===== config.mk =====
export PLATFORM = sky130hd
export DESIGN_NAME = ahbmtx_l1_in_stg
export DESIGN_NICKNAME = d
export VERILOG_FILES = /design/src/rtl/ahbmtx_l1_in_stg.sv
export SDC_FILE = /design/constraint.sdc
export NUM_CORES = 1
export LEC_CHECK = 0
export ABC_AREA = 1
export BUFFER_PORTS_ARGS = -buffer_cell sky130_fd_sc_hd__buf_2
export CELL_PAD_IN_SITES_DETAIL_PLACEMENT = 0
export CELL_PAD_IN_SITES_GLOBAL_PLACEMENT = 1
export CORE_MARGIN = 3
export CORE_UTILIZATION = 30
export CTS_BUF_LIST = sky130_fd_sc_hd__clkbuf_8
export CTS_CLUSTER_DIAMETER = 200
export DETAILED_ROUTE_END_ITERATION = 7
export PLACE_DENSITY = 0.83
export SYNTH_ARGS = -nofsm -noshare
export SYNTH_HDL_FRONTEND = slang
export SYNTH_SLANG_ARGS = --single-unit

===== constraint.sdc =====
create_clock -name HCLK -period 1 [get_ports HCLK]
set_input_delay 0.1 -clock HCLK [delete_from_list [all_inputs] [get_ports HCLK]]
set_output_delay 0.1 -clock HCLK [all_outputs]
set_load 0.02 [all_outputs]

===== src/rtl/ahbmtx_l1_in_stg.sv =====
// Per-master AHB bus matrix input stage: passes the live address phase, or holds it while the output port stalls.
// Latency: zero-cycle pass-through, or one cycle more through the holding register. Backpressure: HREADYOUTS low while a phase is held.
// Optional hold-length counter is built when AHBMTX_INSTG_HOLD_CNT_EN is defined.
module ahbmtx_l1_in_stg #(
    parameter int ADDR_W = 32
) (
    input  logic              HCLK,
    input  logic              HRESETn,
    input  logic              HSELS,
    input  logic [ADDR_W-1:0] HADDRS,
    input  logic [1:0]        HTRANSS,
    input  logic              HWRITES,
    input  logic [2:0]        HSIZES,
    input  logic [2:0]        HBURSTS,
    input  logic [3:0]        HPROTS,
    input  logic              HMASTLOCKS,
    input  logic              HREADYS,
    output logic              HREADYOUTS,
    output logic              HRESPS,
    output logic              sel_op,
    output logic [ADDR_W-1:0] addr_op,
    output logic [1:0]        trans_op,
    output logic              write_op,
    output logic [2:0]        size_op,
    output logic [2:0]        burst_op,
    output logic [3:0]        prot_op,
    output logic              lock_op,
    input  logic              addr_accept,
    input  logic              readyout_dec,
    input  logic              resp_dec,
    output logic [7:0]        hold_cycles
);

    logic              pend_tran_q, pend_tran_d;
    logic              data_phase_q, data_phase_d;
    logic              sel_q, sel_d;
    logic [ADDR_W-1:0] addr_q, addr_d;
    logic [1:0]        trans_q, trans_d;
    logic              write_q, write_d;
    logic [2:0]        size_q, size_d;
    logic [2:0]        burst_q, burst_d;
    logic [3:0]        prot_q, prot_d;
    logic              lock_q, lock_d;

    logic live_req;
    logic capture;
    logic release_hold;

    // IDLE/BUSY never form a request, so they are never captured and always pass live.
    assign live_req     = HSELS & HTRANSS[1] & HREADYS;
    assign capture      = ~pend_tran_q & live_req & ~addr_accept;
    assign release_hold = pend_tran_q & addr_accept;

    always_comb begin
        pend_tran_d  = pend_tran_q;
        data_phase_d = data_phase_q;
        sel_d        = sel_q;
        addr_d       = addr_q;
        trans_d      = trans_q;
        write_d      = write_q;
        size_d       = size_q;
        burst_d      = burst_q;
        prot_d       = prot_q;
        lock_d       = lock_q;

        if (capture) begin
            pend_tran_d = 1'b1;
            sel_d       = HSELS;
            addr_d      = HADDRS;
            trans_d     = HTRANSS;
            write_d     = HWRITES;
            size_d      = HSIZES;
            burst_d     = HBURSTS;
            prot_d      = HPROTS;
            lock_d      = HMASTLOCKS;
        end else if (release_hold) begin
            pend_tran_d = 1'b0;
        end

        if (addr_accept) begin
            data_phase_d = 1'b1;
        end else if (readyout_dec) begin
            data_phase_d = 1'b0;
        end
    end

    always_ff @(posedge HCLK or negedge HRESETn) begin
        if (!HRESETn) begin
            pend_tran_q  <= 1'b0;
            data_phase_q <= 1'b0;
            sel_q        <= 1'b0;
            addr_q       <= '0;
            trans_q      <= 2'b00;
            write_q      <= 1'b0;
            size_q       <= 3'b000;
            burst_q      <= 3'b000;
            prot_q       <= 4'h0;
            lock_q       <= 1'b0;
        end else begin
            pend_tran_q  <= pend_tran_d;
            data_phase_q <= data_phase_d;
            sel_q        <= sel_d;
            addr_q       <= addr_d;
            trans_q      <= trans_d;
            write_q      <= write_d;
            size_q       <= size_d;
            burst_q      <= burst_d;
            prot_q       <= prot_d;
            lock_q       <= lock_d;
        end
    end

    // Live path masks the transfer type while the bus is stalled so the matrix never sees a stale request.
    always_comb begin
        if (pend_tran_q) begin
            sel_op   = sel_q;
            addr_op  = addr_q;
            trans_op = trans_q;
            write_op = write_q;
            size_op  = size_q;
            burst_op = burst_q;
            prot_op  = prot_q;
            lock_op  = lock_q;
        end else begin
            sel_op   = HSELS & HREADYS;
            addr_op  = HADDRS;
            trans_op = HREADYS ? HTRANSS : 2'b00;
            write_op = HWRITES;
            size_op  = HSIZES;
            burst_op = HBURSTS;
            prot_op  = HPROTS;
            lock_op  = HMASTLOCKS;
        end
    end

    assign HREADYOUTS = data_phase_q ? readyout_dec : ~pend_tran_q;
    assign HRESPS     = data_phase_q ? resp_dec : 1'b0;

`ifdef AHBMTX_INSTG_HOLD_CNT_EN
    logic [7:0] hold_cnt_q, hold_cnt_d;

    always_comb begin
        hold_cnt_d = hold_cnt_q;
        if (capture) begin
            hold_cnt_d = 8'd1;
        end else if (pend_tran_q && !addr_accept && hold_cnt_q != 8'hFF) begin
            hold_cnt_d = hold_cnt_q + 8'd1;
        end
    end

    always_ff @(posedge HCLK or negedge HRESETn) begin
        if (!HRESETn) begin
            hold_cnt_q <= 8'h00;
        end else begin
            hold_cnt_q <= hold_cnt_d;
        end
    end

    assign hold_cycles = hold_cnt_q;
`else
    assign hold_cycles = 8'h00;
`endif

endmodule


==> impl_metrics.toml, run 1 <==
[logic_synthesis]
netlist_instances = 372
synth_area_per_cell_um2 = 7.00
netlist.top_cell.by_area = "sky130_fd_sc_hd__dfrtp_1"
seq_area_frac_synth_pct = 47.1
synth.yosys.warnings = 0
synth_cell_types = 16
syn-cell-area_mm2 = 0.00260
synth_top_cell_area_share_pct = 47.1
synthTopCellsByArea = "sky130_fd_sc_hd__dfrtp_1, sky130_fd_sc_hd__nand2_1, sky130_fd_sc_hd__nand3_1"
yosys_register_bits = 49

[power]
irDropWorstVdd_uv = 689
share_seq_of_total_power_pct = 44.0
power_frac_clock_pct = 23.8
p_sw_share_pct = 32.2
power.internal_mw = 4.12
power.leakage_nw = 2.44
total_switching_power_mw = 1.96
pwr_density_cell_mw_per_mm2 = 1360
comb_power_share_pct = 32.2

[floorplanning]
chipHeight_um = 99.2
num_rows = 33
initial_cell_density_of_the_core_pct = 31.2
floorplan.io_pins = 110
fp.coreArea_mm2 = 0.00834
die_width_um = 99.2
die-area_mm2 = 0.00983

[sta]
hold_viol_final = 0
skew_ns = 0.00954
timing_max_transition_violations_final = 0
report.final.setup_viol = 97
timing.fmax_mhz = 694
layout_min_cycle_time_ns = 1.44
timing.final.crit_share_pct = 144
tns_ns = -38.72
final_worst_setup_slack_ns = -0.440
rsz_0062_raised_after_global_routing = "yes"

[global_routing]
groute.layer.met1.usage_pct = 22.0
grt_overflow_total = 0
grt_pass1_vias = 2710
grt_most_used_layer = "met2"
grt_util_all_layers_pct = 16.6
grt_first_pass_wirelength_mm = 13.3
initial_antenna_violation_count = 0
gr_layer_usage_met3_pct = 3.30
grt_start_max_net_pins = 50
groute.layer.met2.usage_pct = 28.5

[worst_setup_path]
timing.critical_path.fanout_max = 6
worstPathCellList = "buf_6 -> nor2_4 -> buf_6 -> nand2_8 -> buf_12 -> clkbuf_16 -> nand2_1 -> nand2_1"
bufs_and_invs_on_worst_path = 4
cpPeakStageDelay_ns = 0.45
timing.reg2reg.worst_path_depth = 8
timing.setup.critical_path_class = "register to register"
crit_required_ns = 1.20
cp.arrival_ns = 1.64
r2r_start = "pend_tran_q"
timing.critical_path.slowest_stage_cell = "sky130_fd_sc_hd__dfrtp_2"
regToRegEndpoint = "lock_q"
cp-end-kind = "register"
critPathTopFamily = "buffers and inverters"
critPathLaunchType = "register"
reg2reg_slack_ns = -0.44

[final_layout]
nFillCells = 785
antennaDiodeCount = 0
fin_cells = 604
syn2layout_area_growth_pct = 72.2
number_of_nets_in_the_final_layout = 551
drive_gt1_share_pct = 52.3

[clocking]
worst_skew_pair.late_latency_ns = 0.30
total_clock_buffers_created_by_cts = 5
clk_sinks = 49
clock_tree.buffer_depth = 2
clk_pin_slew_worst_paths_ns = 0.09
cts.htree.levels = 2
clock-root-buffer = "sky130_fd_sc_hd__clkbuf_8"
tritoncts = "yes"

[placement]
dp.final_hpwl_mm = 5.10
gp_congestion = 0.772
placed_cells_incl_taps = 570
buffer_ports.inserted = 101

[detailed_routing]
detailedRoute.firstIterationViolations = 88
detail_route.drc_violations = 0
overall_via_count_from_detail_route = 2728
routed_wirelength_mm = 8.14
firstDrtPassIters = 4
detail_route.wl_per_cell_um = 13.5
via_per_inst = 4.52
routed_antenna_nets = 0

[hold_path]
hold_path_cells = 3
worstHoldPathType = "input pin to register"
worst_case_hold_path_end_point = "addr_q[9]"
min_from = "HADDRS[9]"

[flow_run]
max-cap-violations = 0

[status]
failed_checks = "negative setup slack"
run_status = "finished, violations left"
kinds of logic after synthesis:
kind of cell / count (synthesis) / share of synthesized area, %
buffers and inverters: 38 / 8.75
DFF: 49 / 47.1
other: 1 / 0.144
AOI/OAI and AO/OA: 5 / 1.15
and+or+nand+nor: 279 / 42.9
stage by stage:
stage	total power [mW]	setup WS, ns	hold slack [ns]	cell area, um2	util, %
final	6.08	-0.440	0.0369	4480	53.8
after global routing	6.48	-0.487	0.0205	4480	53.8
after CTS	5.96	-0.424	0.0262	4260	51.1
after detailed placement	4.04	-0.165	0.109	3370	40.4
after global placement	4.00	-0.165	0.113	3370	40.4
after floorplan	3.54	-0.0468	-0.196	2750	-
routing by layer:
metal	share of wire, %	wire, um	vias to the layer above
met1	43	3500	1265
met4	1.1	87	0
met2	51	4120	73
met5	0	0	-
met3	5.2	425	7
li1	-	-	1383
Yosys cell counts:
cell type                    n
sky130_fd_sc_hd__nand3_1    47
sky130_fd_sc_hd__nor2_1      1
sky130_fd_sc_hd__buf_2      11
sky130_fd_sc_hd__buf_6       3
sky130_fd_sc_hd__nand2_2     1
sky130_fd_sc_hd__conb_1      1
sky130_fd_sc_hd__dfrtp_1    49
sky130_fd_sc_hd__o21bai_1    2
sky130_fd_sc_hd__buf_4      13
sky130_fd_sc_hd__inv_1       5
sky130_fd_sc_hd__inv_2       1
sky130_fd_sc_hd__o21ai_0     1
sky130_fd_sc_hd__clkbuf_1    5
sky130_fd_sc_hd__nand2_1   229
sky130_fd_sc_hd__nor2_4      1
sky130_fd_sc_hd__o21ai_1     2
worst max-delay path by stage:
stage,start,end,slack (ns),cells after the start
2_1_floorplan,pend_tran_q,addr_q[0],-0.05,6
3_3_place_gp,pend_tran_q,addr_op[10],-0.16,5
3_5_place_dp,pend_tran_q,addr_op[10],-0.16,5
4_1_cts,pend_tran_q,write_op,-0.42,6
5_1_grt,pend_tran_q,burst_q[1],-0.49,8
6_report,pend_tran_q,lock_q,-0.44,8
power groups by stage:
stage               sequential, mW  combinational, mW  clock [mW]
finish                        2.68               1.96        1.45
global route                  2.73               2.16        1.60
CTS                           2.61               1.86        1.49
detailed placement            2.62               1.42           0
global placement              2.61               1.39           0
floorplan                     2.56              0.977           0
area by class of cell:
cell class                 count  area, um2  area share [%]
inverter                       6       27.5           0.614
multi-input combinational    292       1500            33.5
clock inverter                 2       33.8           0.754
clock buffer                   6       82.6            1.84
timing repair buffer         144       1480            32.9
sequential                    49       1230            27.4
tap                          105        131            2.93
registers in the layout, summed over array words and instances (netlist names):
| signal | flops |
|---|---|
| addr_q | 32 |
| burst_q | 3 |
| data_phase_q | 1 |
| lock_q | 1 |
| pend_tran_q | 1 |
| prot_q | 4 |
| sel_q | 1 |
| size_q | 3 |
| trans_q | 2 |
| write_q | 1 |
worst min-delay path, delay by kind of cell:
kind	cells	cell delay, ns
and+or+nand+nor	2	0.12
buffers and inverters	1	0.09
cells in the final DEF (no fill, tap or decap):
| cell type | netlist | final |
|---|---|---|
| sky130_fd_sc_hd__o21bai_1 | 2 | 1 |
| sky130_fd_sc_hd__dfrtp_1 | 49 | 47 |
| sky130_fd_sc_hd__buf_4 | 13 | 22 |
| sky130_fd_sc_hd__dfrtp_2 | 0 | 2 |
| sky130_fd_sc_hd__clkinv_4 | 0 | 1 |
| sky130_fd_sc_hd__nand2_8 | 0 | 1 |
| sky130_fd_sc_hd__bufinv_16 | 0 | 1 |
| sky130_fd_sc_hd__nand3_1 | 47 | 46 |
| sky130_fd_sc_hd__o21ai_4 | 0 | 1 |
| sky130_fd_sc_hd__buf_8 | 0 | 2 |
| sky130_fd_sc_hd__nor2_4 | 1 | 2 |
| sky130_fd_sc_hd__o21bai_4 | 0 | 1 |
| sky130_fd_sc_hd__clkbuf_8 | 0 | 6 |
| sky130_fd_sc_hd__buf_2 | 11 | 55 |
| sky130_fd_sc_hd__buf_6 | 3 | 42 |
| sky130_fd_sc_hd__buf_16 | 0 | 5 |
| sky130_fd_sc_hd__nand2_4 | 0 | 4 |
| sky130_fd_sc_hd__inv_2 | 1 | 1 |
| sky130_fd_sc_hd__nand2_1 | 229 | 129 |
| sky130_fd_sc_hd__o21ai_2 | 0 | 2 |
| sky130_fd_sc_hd__bufbuf_16 | 0 | 4 |
| sky130_fd_sc_hd__nand2_2 | 1 | 96 |
| sky130_fd_sc_hd__clkbuf_16 | 0 | 1 |
| sky130_fd_sc_hd__buf_12 | 0 | 11 |
| sky130_fd_sc_hd__nand3_2 | 0 | 1 |
| sky130_fd_sc_hd__inv_1 | 5 | 5 |
| sky130_fd_sc_hd__dlygate4sd3_1 | 0 | 2 |
| sky130_fd_sc_hd__conb_1 | 1 | 8 |
repair_timing:
item	CTS	global route
cloned	11	1
endpoints found under the hold margin	50	0
endpoints found under the setup margin	97	97
hold buffers	2	0
pin swaps	4	11
setup buffers	10	4
gates resized for setup	115	70
(Power assumes the default switching activity.)
==> run 2, diff against run 1 <==
--- a/config.mk
+++ b/config.mk
@@ -14,6 +14,7 @@
 export CTS_BUF_LIST = sky130_fd_sc_hd__clkbuf_8
 export CTS_CLUSTER_DIAMETER = 200
 export DETAILED_ROUTE_END_ITERATION = 7
+export MAX_ROUTING_LAYER = met4
 export PLACE_DENSITY = 0.83
 export SYNTH_ARGS = -nofsm -noshare
 export SYNTH_HDL_FRONTEND = slang
==> run 2 against run 1 <==
The flow still finishes with violations (negative setup slack). Die area is the same. Non-clock buffer count is the same. Register-to-register slack is essentially flat. Largest cell class unchanged. Wire length is essentially flat. Cell count is the same. Critical endpoint unchanged. Flip-flop and latch count is the same. Critical path depth is the same. Setup slack lost 0.0017 ns. Sequential share of layout area is the same.
==> impl_metrics.toml, run 2 (synthesis gave the netlist of run 1 again) <==
[status]
run_status = "finished, violations left"
failed_checks = "negative setup slack"

[global_routing]
grt_overflow_total = 0
initial_antenna_violation_count = 0
grt_util_all_layers_pct = 17.2
grt_start_max_net_pins = 50
grt_first_pass_wirelength_mm = 13.3
grt_pass1_vias = 2711

[power]
power.internal_mw = 4.12
report.power.total_mw = 6.09
p_sw_share_pct = 32.3
share_seq_of_total_power_pct = 44.0
irDropWorstVdd_uv = 688
total_switching_power_mw = 1.96
power_frac_clock_pct = 23.8
pwr_density_cell_mw_per_mm2 = 1360
comb_power_share_pct = 32.2
power.leakage_nw = 2.44

[final_layout]
multi_input_comb_area_mm2 = 0.00150
layout_top_registers = "addr_q: 32 flops, prot_q: 4 flops"
nFillCells = 785
syn2layout_area_growth_pct = 72.2
largest-register = "addr_q"
drive_gt1_share_pct = 52.3
area.sequential_mm2 = 0.00123
number_of_nets_in_the_final_layout = 551
antennaDiodeCount = 0
largest_register_ffs = 32
utilization_pct = 53.8
layout_common_cells = "sky130_fd_sc_hd__nand2_1, sky130_fd_sc_hd__nand2_2, sky130_fd_sc_hd__buf_2, sky130_fd_sc_hd__dfrtp_1, sky130_fd_sc_hd__nand3_1"
mostFrequentLayoutCell = "sky130_fd_sc_hd__nand2_1"
stdcell_area_mm2 = 0.00448

[floorplanning]
initial_cell_density_of_the_core_pct = 31.2
chipHeight_um = 99.2
die_width_um = 99.2
num_rows = 33
die-area_mm2 = 0.00983
floorplan.io_pins = 110
fp.coreArea_mm2 = 0.00834

[worst_setup_path]
crit_path_end = "lock_q"
cp-end-kind = "register"
cpPeakStageDelay_ns = 0.45
critPathLaunchType = "register"
cp.arrival_ns = 1.64
critical_path.startpoint = "pend_tran_q"
timing.critical_path.fanout_max = 6
r2r_start = "pend_tran_q"
reg2reg_slack_ns = -0.44
regToRegEndpoint = "lock_q"
worstPathCellList = "buf_6 -> nor2_4 -> buf_6 -> nand2_8 -> buf_12 -> clkbuf_16 -> nand2_1 -> nand2_1"
timing.critical_path.slowest_stage_cell = "sky130_fd_sc_hd__dfrtp_2"
crit_required_ns = 1.20
timing.setup.critical_path_class = "register to register"
timing.reg2reg.worst_path_depth = 8

[detailed_routing]
detail_route.wl_per_cell_um = 13.5
routed_wirelength_mm = 8.14
firstDrtPassIters = 4
detailedRoute.firstIterationViolations = 98
via_per_inst = 4.51
routed_antenna_nets = 0
detail_route.drc_violations = 0
overall_via_count_from_detail_route = 2725

[sta]
rsz_0062_raised_after_global_routing = "yes"
timing.fmax_mhz = 694
timing_max_transition_violations_final = 0
report.final.setup_viol = 97
timing.final.crit_share_pct = 144
final_worst_setup_slack_ns = -0.442
hold_viol_final = 0
layout_min_cycle_time_ns = 1.44
skew_ns = 0.0108

[clocking]
clk_sinks = 49
tritoncts = "yes"
clock_tree.buffer_depth = 2
clk_pin_slew_worst_paths_ns = 0.09
clock-root-buffer = "sky130_fd_sc_hd__clkbuf_8"
worst_skew_pair.late_latency_ns = 0.30
cts.htree.levels = 2
total_clock_buffers_created_by_cts = 5

[placement]
placement.setup.worst_slack_ns = -0.165
buffer_ports.inserted = 101
gp_congestion = 0.783
placedInstanceArea_mm2 = 0.00337
dp.final_hpwl_mm = 5.10

[hold_path]
worstHoldPathType = "input pin to register"
min_from = "HADDRS[9]"

[flow_run]
max-cap-violations = 0
-- run 2: power by group through the flow --
| stage | Combinational, mW | Clock, mW | Sequential, mW |
|---|---|---|---|
| finish | 1.96 | 1.45 | 2.68 |
| global route | 2.16 | 1.60 | 2.73 |
| CTS | 1.86 | 1.49 | 2.61 |
| detailed placement | 1.42 | 0 | 2.62 |
| global placement | 1.39 | 0 | 2.61 |
| floorplan | 0.977 | 0 | 2.56 |
-- run 2: critical path, delay by kind of cell (launching register included) --
kind | cells | cell delay (ns)
buf+inv | 4 | 0.59
flops | 1 | 0.45
simple gates | 4 | 0.30
-- run 2: metal layers --
| layer | up-vias | part of all wire (%) | GRT usage (%) |
|---|---|---|---|
| met5 | - | 0 | - |
| met2 | 69 | 51 | 28.4 |
| met4 | 0 | 1.1 | 3.26 |
| li1 | 1381 | - | - |
| met3 | 7 | 4.5 | 2.88 |
| met1 | 1268 | 44 | 22.4 |
-- run 2: area by class of cell --
cell class	instances	share of cell area [%]
Multi-Input combinational cell	292	33.5
Clock inverter	2	0.754
Tap cell	105	2.93
Clock buffer	6	1.84
Sequential cell	49	27.4
Timing Repair Buffer	144	32.9
Inverter	6	0.614
-- run 2: worst min path at each step --
stage / end / cells after the start
after detailed placement: addr_q[24] / 2
after floorplan: addr_q[0] / 0
final: addr_q[9] / 3
after global placement: addr_q[24] / 2
after CTS: pend_tran_q / 2
after global routing: pend_tran_q / 2
-- run 2: repair_timing --
action | in CTS | in global routing
pin swaps | 4 | 11
hold buffers | 2 | 0
resized for setup | 115 | 70
endpoints found under the hold margin | 50 | 0
cloned | 11 | 1
buffers inserted | 10 | 4
setup endpoints to repair | 97 | 97
-- run 2: per-stage QoR --
| stage | instances | hold WS (ns) | setup TNS (ns) |
|---|---|---|---|
| after floorplan | 379 | -0.196 | -1.61 |
| after global routing | 604 | 0.0205 | -44.11 |
| after global placement | 570 | 0.113 | -8.34 |
| after CTS | 600 | 0.0262 | -36.88 |
| after detailed placement | 570 | 0.109 | -11.89 |
| final | 604 | 0.0360 | -38.89 |
